--- config.mk ---
export PLATFORM = sky130hd
export DESIGN_NAME = cordic_share_sched_flat
export DESIGN_NICKNAME = d
export VERILOG_FILES = /design/src/rtl/cordic_share_sched_pkg.sv /design/src/rtl/cordic_share_sched_if.sv /design/src/rtl/cordic_share_sched_rr_arbiter.sv /design/src/rtl/cordic_share_sched.sv /design/src/flat_wrapper.sv
export SDC_FILE = /design/constraint.sdc
export NUM_CORES = 1
export LEC_CHECK = 0
export BUFFER_PORTS_ARGS = -buffer_cell sky130_fd_sc_hd__buf_2
export CORE_MARGIN = 2
export CORE_UTILIZATION = 40
export CTS_CLUSTER_SIZE = 14
export DETAILED_ROUTE_END_ITERATION = 10
export PLACE_DENSITY = 0.84
export RECOVER_POWER = 25
export SYNTH_ARGS = -nofsm -noshare
export SYNTH_HDL_FRONTEND = slang
export SYNTH_HIERARCHICAL = 1
export SYNTH_SLANG_ARGS = --single-unit
--- constraint.sdc ---
create_clock -name clk -period 2.68 [get_ports clk]
set_input_delay 0 -clock clk [delete_from_list [all_inputs] [get_ports clk]]
set_output_delay 0 -clock clk [all_outputs]
set_load 0.005 [all_outputs]
--- src/rtl/cordic_share_sched_pkg.sv ---
`default_nettype none
// ============================================================================
//  Package     : cordic_pkg
//  Description : Shared state encodings and default sizes for the CORDIC
//                scheduler and the CORDIC core wrapper.
//  Revision    : 1.0  initial release
// ============================================================================
package cordic_pkg;

    localparam int c_N_REQ = 4;
    localparam int c_DW    = 17;
    localparam int c_LAT   = 18;

    localparam logic [1:0] c_ST_IDLE  = 2'd0;
    localparam logic [1:0] c_ST_START = 2'd1;
    localparam logic [1:0] c_ST_BUSY  = 2'd2;
    localparam logic [1:0] c_ST_DONE  = 2'd3;

    typedef enum logic [1:0] {
        ST_IDLE  = c_ST_IDLE,
        ST_START = c_ST_START,
        ST_BUSY  = c_ST_BUSY,
        ST_DONE  = c_ST_DONE
    } state_t;

endpackage
`default_nettype wire

--- src/rtl/cordic_share_sched_if.sv ---
`default_nettype none
// ============================================================================
//  Interface   : cordic_share_sched_if
//  Description : Requester, CORDIC core and response signals of the scheduler.
//                slave = scheduler side, master = requesters/core/consumer side.
//  Revision    : 1.0  initial release
// ============================================================================
interface cordic_share_sched_if
    import cordic_pkg::*;
#(
    parameter int N_REQ = c_N_REQ,
    parameter int DW    = c_DW,
    parameter int IDW   = $clog2(N_REQ)
);
    logic [N_REQ-1:0]    req_valid;
    logic [N_REQ-1:0]    req_ready;
    logic [N_REQ*DW-1:0] req_x;
    logic [N_REQ*DW-1:0] req_y;
    logic                core_rst;
    logic                core_start;
    logic [DW-1:0]       core_x;
    logic [DW-1:0]       core_y;
    logic [DW-1:0]       core_x_o;
    logic [DW-1:0]       core_y_o;
    logic                rsp_valid;
    logic                rsp_ready;
    logic [IDW-1:0]      rsp_id;
    logic [DW-1:0]       rsp_mag;
    logic [DW-1:0]       rsp_theta;
    logic                busy;

    modport slave (
        input  req_valid, req_x, req_y, core_x_o, core_y_o, rsp_ready,
        output req_ready, core_rst, core_start, core_x, core_y,
               rsp_valid, rsp_id, rsp_mag, rsp_theta, busy
    );

    modport master (
        output req_valid, req_x, req_y, core_x_o, core_y_o, rsp_ready,
        input  req_ready, core_rst, core_start, core_x, core_y,
               rsp_valid, rsp_id, rsp_mag, rsp_theta, busy
    );
endinterface
`default_nettype wire

--- src/rtl/cordic_share_sched_rr_arbiter.sv ---
`default_nettype none
// ============================================================================
//  Module      : rr_arbiter
//  Description : Round-robin pick: first set request at or after the pointer,
//                wrapping from N_REQ-1 back to 0. One-hot grant plus index.
//  Revision    : 1.0  initial release
// ============================================================================
module rr_arbiter #(
    parameter int N_REQ = 4,
    parameter int IDW   = 2
) (
    input  wire logic [N_REQ-1:0] i_req,
    input  wire logic [IDW-1:0]   i_ptr,
    output logic      [N_REQ-1:0] o_grant,
    output logic      [IDW-1:0]   o_idx,
    output logic                  o_any
);

    int w_pos;

    always_comb begin
        o_grant = '0;
        o_idx   = '0;
        o_any   = 1'b0;
        w_pos   = 0;
        for (int k = 0; k < N_REQ; k++) begin
            // Pointer plus offset stays below 2*N_REQ, so one subtract wraps it.
            w_pos = int'(i_ptr) + k;
            if (w_pos >= N_REQ) begin
                w_pos = w_pos - N_REQ;
            end
            if (!o_any && i_req[w_pos]) begin
                o_any          = 1'b1;
                o_grant[w_pos] = 1'b1;
                o_idx          = IDW'(w_pos);
            end
        end
    end

endmodule
`default_nettype wire

--- src/rtl/cordic_share_sched.sv ---
`default_nettype none
// ============================================================================
//  Module      : cordic_share_sched
//  Description : Shares one iterative CORDIC vectoring core among N_REQ
//                requesters with round-robin arbitration and a fixed-latency
//                iteration counter; results are returned tagged by requester.
//  Revision    : 1.0  initial release
// ============================================================================
module cordic_share_sched
    import cordic_pkg::*;
#(
    parameter int N_REQ = c_N_REQ,
    parameter int DW    = c_DW,
    parameter int LAT   = c_LAT,
    parameter int IDW   = $clog2(N_REQ)
) (
    input wire logic            clk,
    input wire logic            rst,
    cordic_share_sched_if.slave bus
);

    localparam int              c_CW       = (LAT > 1) ? $clog2(LAT) : 1;
    localparam logic [c_CW-1:0] c_CNT_LAST = c_CW'(LAT - 1);

    state_t          r_state;
    logic [IDW-1:0]  r_ptr;
    logic [IDW-1:0]  r_id;
    logic [c_CW-1:0] r_cnt;
    logic            r_core_rst;
    logic            r_core_start;
    logic [DW-1:0]   r_core_x;
    logic [DW-1:0]   r_core_y;
    logic            r_rsp_valid;
    logic [DW-1:0]   r_rsp_mag;
    logic [DW-1:0]   r_rsp_theta;
    logic            r_busy;

    logic [N_REQ-1:0] w_grant;
    logic [IDW-1:0]   w_idx;
    logic             w_any;
    logic             w_accept;

    rr_arbiter #(
        .N_REQ (N_REQ),
        .IDW   (IDW)
    ) u_arb (
        .i_req   (bus.req_valid),
        .i_ptr   (r_ptr),
        .o_grant (w_grant),
        .o_idx   (w_idx),
        .o_any   (w_any)
    );

    // A grant during a reset cycle would be lost, so it is never offered.
    assign w_accept      = (r_state == ST_IDLE) && !rst && w_any;
    assign bus.req_ready = w_accept ? w_grant : '0;

    assign bus.core_rst   = r_core_rst;
    assign bus.core_start = r_core_start;
    assign bus.core_x     = r_core_x;
    assign bus.core_y     = r_core_y;
    assign bus.rsp_valid  = r_rsp_valid;
    assign bus.rsp_id     = r_id;
    assign bus.rsp_mag    = r_rsp_mag;
    assign bus.rsp_theta  = r_rsp_theta;
    assign bus.busy       = r_busy;

    always_ff @(posedge clk) begin
        r_core_rst <= rst;
        if (rst) begin
            r_state      <= ST_IDLE;
            r_ptr        <= '0;
            r_id         <= '0;
            r_cnt        <= '0;
            r_core_start <= 1'b0;
            r_core_x     <= '0;
            r_core_y     <= '0;
            r_rsp_valid  <= 1'b0;
            r_rsp_mag    <= '0;
            r_rsp_theta  <= '0;
            r_busy       <= 1'b0;
        end else begin
            case (r_state)
                ST_IDLE: begin
                    if (w_accept) begin
                        r_id         <= w_idx;
                        r_core_x     <= bus.req_x[int'(w_idx)*DW +: DW];
                        r_core_y     <= bus.req_y[int'(w_idx)*DW +: DW];
                        r_core_start <= 1'b1;
                        r_busy       <= 1'b1;
                        r_state      <= ST_START;
                    end
                end
                ST_START: begin
                    r_core_start <= 1'b0;
                    r_cnt        <= '0;
                    r_ptr        <= (int'(r_id) == N_REQ - 1) ? '0 : r_id + IDW'(1);
                    r_state      <= ST_BUSY;
                end
                ST_BUSY: begin
                    // Last count lands exactly LAT cycles after the start pulse.
                    if (r_cnt == c_CNT_LAST) begin
                        r_rsp_mag   <= bus.core_x_o;
                        r_rsp_theta <= bus.core_y_o;
                        r_rsp_valid <= 1'b1;
                        r_state     <= ST_DONE;
                    end else begin
                        r_cnt <= r_cnt + c_CW'(1);
                    end
                end
                ST_DONE: begin
                    if (bus.rsp_ready) begin
                        r_rsp_valid <= 1'b0;
                        r_busy      <= 1'b0;
                        r_state     <= ST_IDLE;
                    end
                end
                default: begin
                    r_state <= ST_IDLE;
                end
            endcase
        end
    end

endmodule
`default_nettype wire

--- src/flat_wrapper.sv ---
// flat-port wrapper written by rule: the top's interface ports become plain ports
module cordic_share_sched_flat import cordic_pkg::*;
#(
    parameter int N_REQ = c_N_REQ,
    parameter int DW    = c_DW,
    parameter int LAT   = c_LAT,
    parameter int IDW   = $clog2(N_REQ)
)
  (clk, rst, bus_req_valid, bus_req_x, bus_req_y, bus_core_x_o, bus_core_y_o, bus_rsp_ready, bus_req_ready, bus_core_rst, bus_core_start, bus_core_x, bus_core_y, bus_rsp_valid, bus_rsp_id, bus_rsp_mag, bus_rsp_theta, bus_busy);
  cordic_share_sched_if #(.N_REQ(N_REQ), .DW(DW), .IDW(IDW)) bus_i ();
  input wire logic clk;
  input wire logic rst;
  input wire logic [$bits(bus_i.req_valid)-1:0] bus_req_valid;
  input wire logic [$bits(bus_i.req_x)-1:0] bus_req_x;
  input wire logic [$bits(bus_i.req_y)-1:0] bus_req_y;
  input wire logic [$bits(bus_i.core_x_o)-1:0] bus_core_x_o;
  input wire logic [$bits(bus_i.core_y_o)-1:0] bus_core_y_o;
  input wire logic [$bits(bus_i.rsp_ready)-1:0] bus_rsp_ready;
  output wire logic [$bits(bus_i.req_ready)-1:0] bus_req_ready;
  output wire logic [$bits(bus_i.core_rst)-1:0] bus_core_rst;
  output wire logic [$bits(bus_i.core_start)-1:0] bus_core_start;
  output wire logic [$bits(bus_i.core_x)-1:0] bus_core_x;
  output wire logic [$bits(bus_i.core_y)-1:0] bus_core_y;
  output wire logic [$bits(bus_i.rsp_valid)-1:0] bus_rsp_valid;
  output wire logic [$bits(bus_i.rsp_id)-1:0] bus_rsp_id;
  output wire logic [$bits(bus_i.rsp_mag)-1:0] bus_rsp_mag;
  output wire logic [$bits(bus_i.rsp_theta)-1:0] bus_rsp_theta;
  output wire logic [$bits(bus_i.busy)-1:0] bus_busy;
  assign bus_i.req_valid = bus_req_valid;
  assign bus_i.req_x = bus_req_x;
  assign bus_i.req_y = bus_req_y;
  assign bus_i.core_x_o = bus_core_x_o;
  assign bus_i.core_y_o = bus_core_y_o;
  assign bus_i.rsp_ready = bus_rsp_ready;
  assign bus_req_ready = bus_i.req_ready;
  assign bus_core_rst = bus_i.core_rst;
  assign bus_core_start = bus_i.core_start;
  assign bus_core_x = bus_i.core_x;
  assign bus_core_y = bus_i.core_y;
  assign bus_rsp_valid = bus_i.rsp_valid;
  assign bus_rsp_id = bus_i.rsp_id;
  assign bus_rsp_mag = bus_i.rsp_mag;
  assign bus_rsp_theta = bus_i.rsp_theta;
  assign bus_busy = bus_i.busy;
  cordic_share_sched #(.N_REQ(N_REQ), .DW(DW), .LAT(LAT), .IDW(IDW)) u_core (.clk(clk), .rst(rst), .bus(bus_i));
endmodule
==> flow_metrics.env <==
export IMPL_worstSetupStartpointType="register"
export IMPL_cts_path_max_buffers=2
export IMPL_final_setup_viol_count=0
export IMPL_fillCellCount=876
export IMPL_holdPathEnd="u_core/bus.core_x[12]$_SDFFE_PP0P_"
export IMPL_path_clk_slew_ns=0.09
export IMPL_final_seq_area_sq_um=1669
export IMPL_total_power_mw=6.498
export IMPL_fin_skew_ns=0.01011
export IMPL_fin_setup_tns_ns=0
export IMPL_dpl_instance_area_sq_um=5904
export IMPL_synth_edf_count=0
export IMPL_yosys_most_used_dff="dfxtp_1"
export IMPL_cts_sinks=83
export IMPL_p_leak_nw=2.930
export IMPL_synthDistinctLibCells=45
export IMPL_numPortBuffers=254
export IMPL_dp_hpwl_mm=10.65
export IMPL_cp_arrival_ns=2.89
export IMPL_final_util_pct=61.16
export IMPL_period_needed_ns=2.653
export IMPL_hold_slack_ns=0.07756
export IMPL_cp_required_ns=2.92
export IMPL_overflow=0
export IMPL_antenna_found_initial=2
export IMPL_rrSetupSlack_ns=0.03
export IMPL_rsz0062_at_grt="true"
export IMPL_fmax_mhz=376.9
export IMPL_drc=0
export IMPL_cts_tree="yes"
export IMPL_die_w_microns=109.7
export IMPL_peakVddDrop_v=0.0006429
export IMPL_place_congestion=0.8981
export IMPL_run_status="complete, no violations"
export IMPL_grt_use_total_pct=23.80
export IMPL_rows=38
export IMPL_avgSynthCellArea_sq_um=10.80
export IMPL_numCtsBuffers=9
export IMPL_tightest_slew_ns=0.9639
export IMPL_ant_nets=0
export IMPL_drt_pass1_iterations=7
export IMPL_timing_rr_end="u_core/bus.core_x[7]$_SDFFE_PP0P_"
export IMPL_cts_root_buffer="clkbuf_8"
export IMPL_cp_max_fo=17
export IMPL_yosys_warnings=6
export IMPL_worstSetupPathType="reg -> reg"
export IMPL_via_per_inst=5.561
export IMPL_die_area_sq_um=12040
export IMPL_io_pins=255
export IMPL_htree_num_levels=3
export IMPL_max_slew_margin_pct=35.74
export IMPL_power_density_nw_per_um2=975.8
export IMPL_multi_input_area_sq_um=2524
export IMPL_async_flop_share_pct=0
export IMPL_max_cap_viol_count=0
export IMPL_clkLatencyLatePin_ns=0.34
export IMPL_synth_seq_cells=83
export IMPL_fin_crit_sh_pct=99.00
export IMPL_die_y_microns=109.7
export IMPL_start_util_pct=41.05
export IMPL_drt_initial_drc_count=503
export IMPL_slew_viol_final=0
export IMPL_final_area_sq_um=6659
export IMPL_routed_wl_mm=15.95
export IMPL_grt_max_degree=53
export IMPL_nNetsFinal=902
export IMPL_yosysSeqAreaShare_pct=37.18
export IMPL_grt_pass1_vias=4748
export IMPL_reg2regPathDepth=10
export IMPL_area_growth_pct=48.99
export IMPL_cp_end_kind="register"
export IMPL_vias=4749
export IMPL_synthCells=414
export IMPL_syn_area_sq_um=4469
export IMPL_grt_first_pass_wirelength_mm=22.17
export IMPL_hold_class="in -> reg"
export IMPL_drive_gt1_share_pct=47.55
export IMPL_min_delay_start="bus_req_x[46]"
export IMPL_hold_viol=0
export IMPL_core_sq_um=10890
export IMPL_hold_depth=3
export IMPL_wl_per_cell_microns=18.67
export IMPL_timing_rr_start="u_core/r_ptr[0]$_SDFFE_PP0P_"
export IMPL_syn_nets=607
-- cells in the mapped netlist, types with 2 or more instances --
cell	instances	area, sq um
dfxtp_1	83	1662
a21oi_1	45	225.2
o21ai_0	42	210.2
nand3_1	40	200.2
a22o_1	34	297.8
mux4_2	31	698.2
clkbuf_1	16	60.06
ha_1	16	200.2
nand2_1	12	45.04
buf_2	10	50.05
inv_1	10	37.54
a22oi_1	8	60.06
mux4_1	7	183.9
buf_6	6	67.56
nor2_1	6	22.52
and2_1	4	25.02
buf_12	3	60.06
buf_4	3	22.52
mux2i_1	3	30.03
nor2b_1	3	18.77
clkbuf_2	2	10.01
mux2_2	2	22.52
nand2b_1	2	12.51
nor3_1	2	10.01
o211ai_1	2	15.01
o31ai_1	2	15.01
or4_1	2	15.01
-- layout make-up --
type	instances	share of cell area, %
clock buffers	13	2.537
diodes	1	0.03758
repair buffers	325	30.67
flip-flops and latches	83	25.07
clock inverters	2	0.5261
well taps	140	2.631
multi-input cells	280	37.90
inverters	10	0.6389
-- where the power goes --
group          total (mW)  internal (mW)  switching, mW
logic                3.93           2.22           1.71
clock network       0.929          0.502          0.427
registers            1.64           1.47          0.170
-- worst max-delay path by stage --
| stage | startpoint | endpoint | slack [ns] |
|---|---|---|---|
| after floorplan | u_core/r_ptr[0]$_SDFFE_PP0P_ | u_core/bus.core_x[0]$_SDFFE_PP0P_ | -0.07 |
| after global placement | u_core/r_ptr[1]$_SDFFE_PP0P_ | u_core/bus.core_y[0]$_SDFFE_PP0P_ | 0.05 |
| after detailed placement | u_core/r_ptr[0]$_SDFFE_PP0P_ | u_core/bus.core_y[2]$_SDFFE_PP0P_ | -0.03 |
| after CTS | u_core/r_ptr[0]$_SDFFE_PP0P_ | u_core/bus.core_x[3]$_SDFFE_PP0P_ | 0.0009 |
| after global routing | u_core/r_ptr[0]$_SDFFE_PP0P_ | u_core/bus.core_x[4]$_SDFFE_PP0P_ | -0.04 |
| final | u_core/r_ptr[0]$_SDFFE_PP0P_ | u_core/bus.core_x[7]$_SDFFE_PP0P_ | 0.03 |
-- layout by cell type, fill, tap and decap left out, types with 2 or more instances in the layout --
cell type	netlist	layout
nor3_1	2	2
and2_1	4	4
buf_6	6	5
buf_12	3	4
clkbuf_8	0	12
clkbuf_16	0	5
a22oi_1	8	8
a21oi_1	45	44
nand2_1	12	12
nand2b_1	2	2
nor2b_1	3	3
a21oi_2	1	2
mux2_2	2	2
inv_2	0	2
or4_1	2	2
dfxtp_1	83	81
clkbuf_1	16	22
mux2i_1	3	3
o211ai_1	2	2
o21ai_0	42	41
mux4_2	31	38
inv_1	10	7
ha_1	16	15
buf_4	3	21
a22o_1	34	34
dlygate4sd3_1	0	35
nor2_1	6	5
nand3_1	40	40
dfxtp_4	0	2
buf_2	10	233
-- flip-flops by register name (all words and copies together), names as in the netlist --
signal / cells
u_core/bus.core_start: 1
u_core/bus.rsp_valid: 1
u_core/r_state: 2
u_core/bus.core_y: 17
u_core/bus.rsp_id: 2
u_core/bus.rsp_theta: 17
u_core/bus.rsp_mag: 17
u_core/r_cnt: 5
u_core/r_ptr: 2
u_core/bus.core_rst: 1
u_core/bus.busy: 1
u_core/bus.core_x: 17
-- kinds of logic (layout without fill, tap and decap cells) --
kind of cell	Yosys count	after routing	share of synthesized area (%)
multiplexers	43	43	20.91
AO/OA/AOI/OAI	143	143	20.80
adder cells (fa/ha/maj)	16	16	4.479
flip-flops	83	83	37.18
AND/OR/NAND/NOR	78	78	9.658
buffers and inverters	51	350	6.971
other	0	1	0
-- what timing repair did --
| action | in CTS | in global routing |
|---|---|---|
| pin swaps | 1 | 2 |
| buffers inserted | 3 | 4 |
| gates cloned | 1 | 6 |
| resized for setup | 5 | 13 |
| hold endpoints to repair | 35 | 0 |
| hold buffers | 35 | 0 |
| endpoints found under the setup margin | 5 | 38 |
-- per-layer routing --
metal	vias to the layer above	GRT usage (%)	share of wire [%]
li1	2184	-	-
met1	2253	25.96	37
met2	263	42.59	52
met3	47	7.054	8.4
met4	2	10.40	2.8
met5	-	0	0.050
-- per-stage QoR --
| stage | std cells | worst slack [ns] |
|---|---|---|
| floorplan | 414 | -0.06742 |
| global placement | 789 | 0.05346 |
| detailed placement | 789 | -0.02679 |
| CTS | 843 | 0.0008753 |
| global route | 854 | -0.04452 |
| finish | 854 | 0.02667 |
-- critical path: stages (launching register included) --
cell and delay (ns):
dfxtp_4 0.42, inv_6 0.04, ha_4 0.26, mux4_2 0.34, buf_6 0.17, nor4b_4 0.24, nor2_1 0.09, a32o_2 0.29
clkbuf_16 0.21, mux4_2 0.30, a22o_1 0.19
Power figures use the tool's default switching activity.
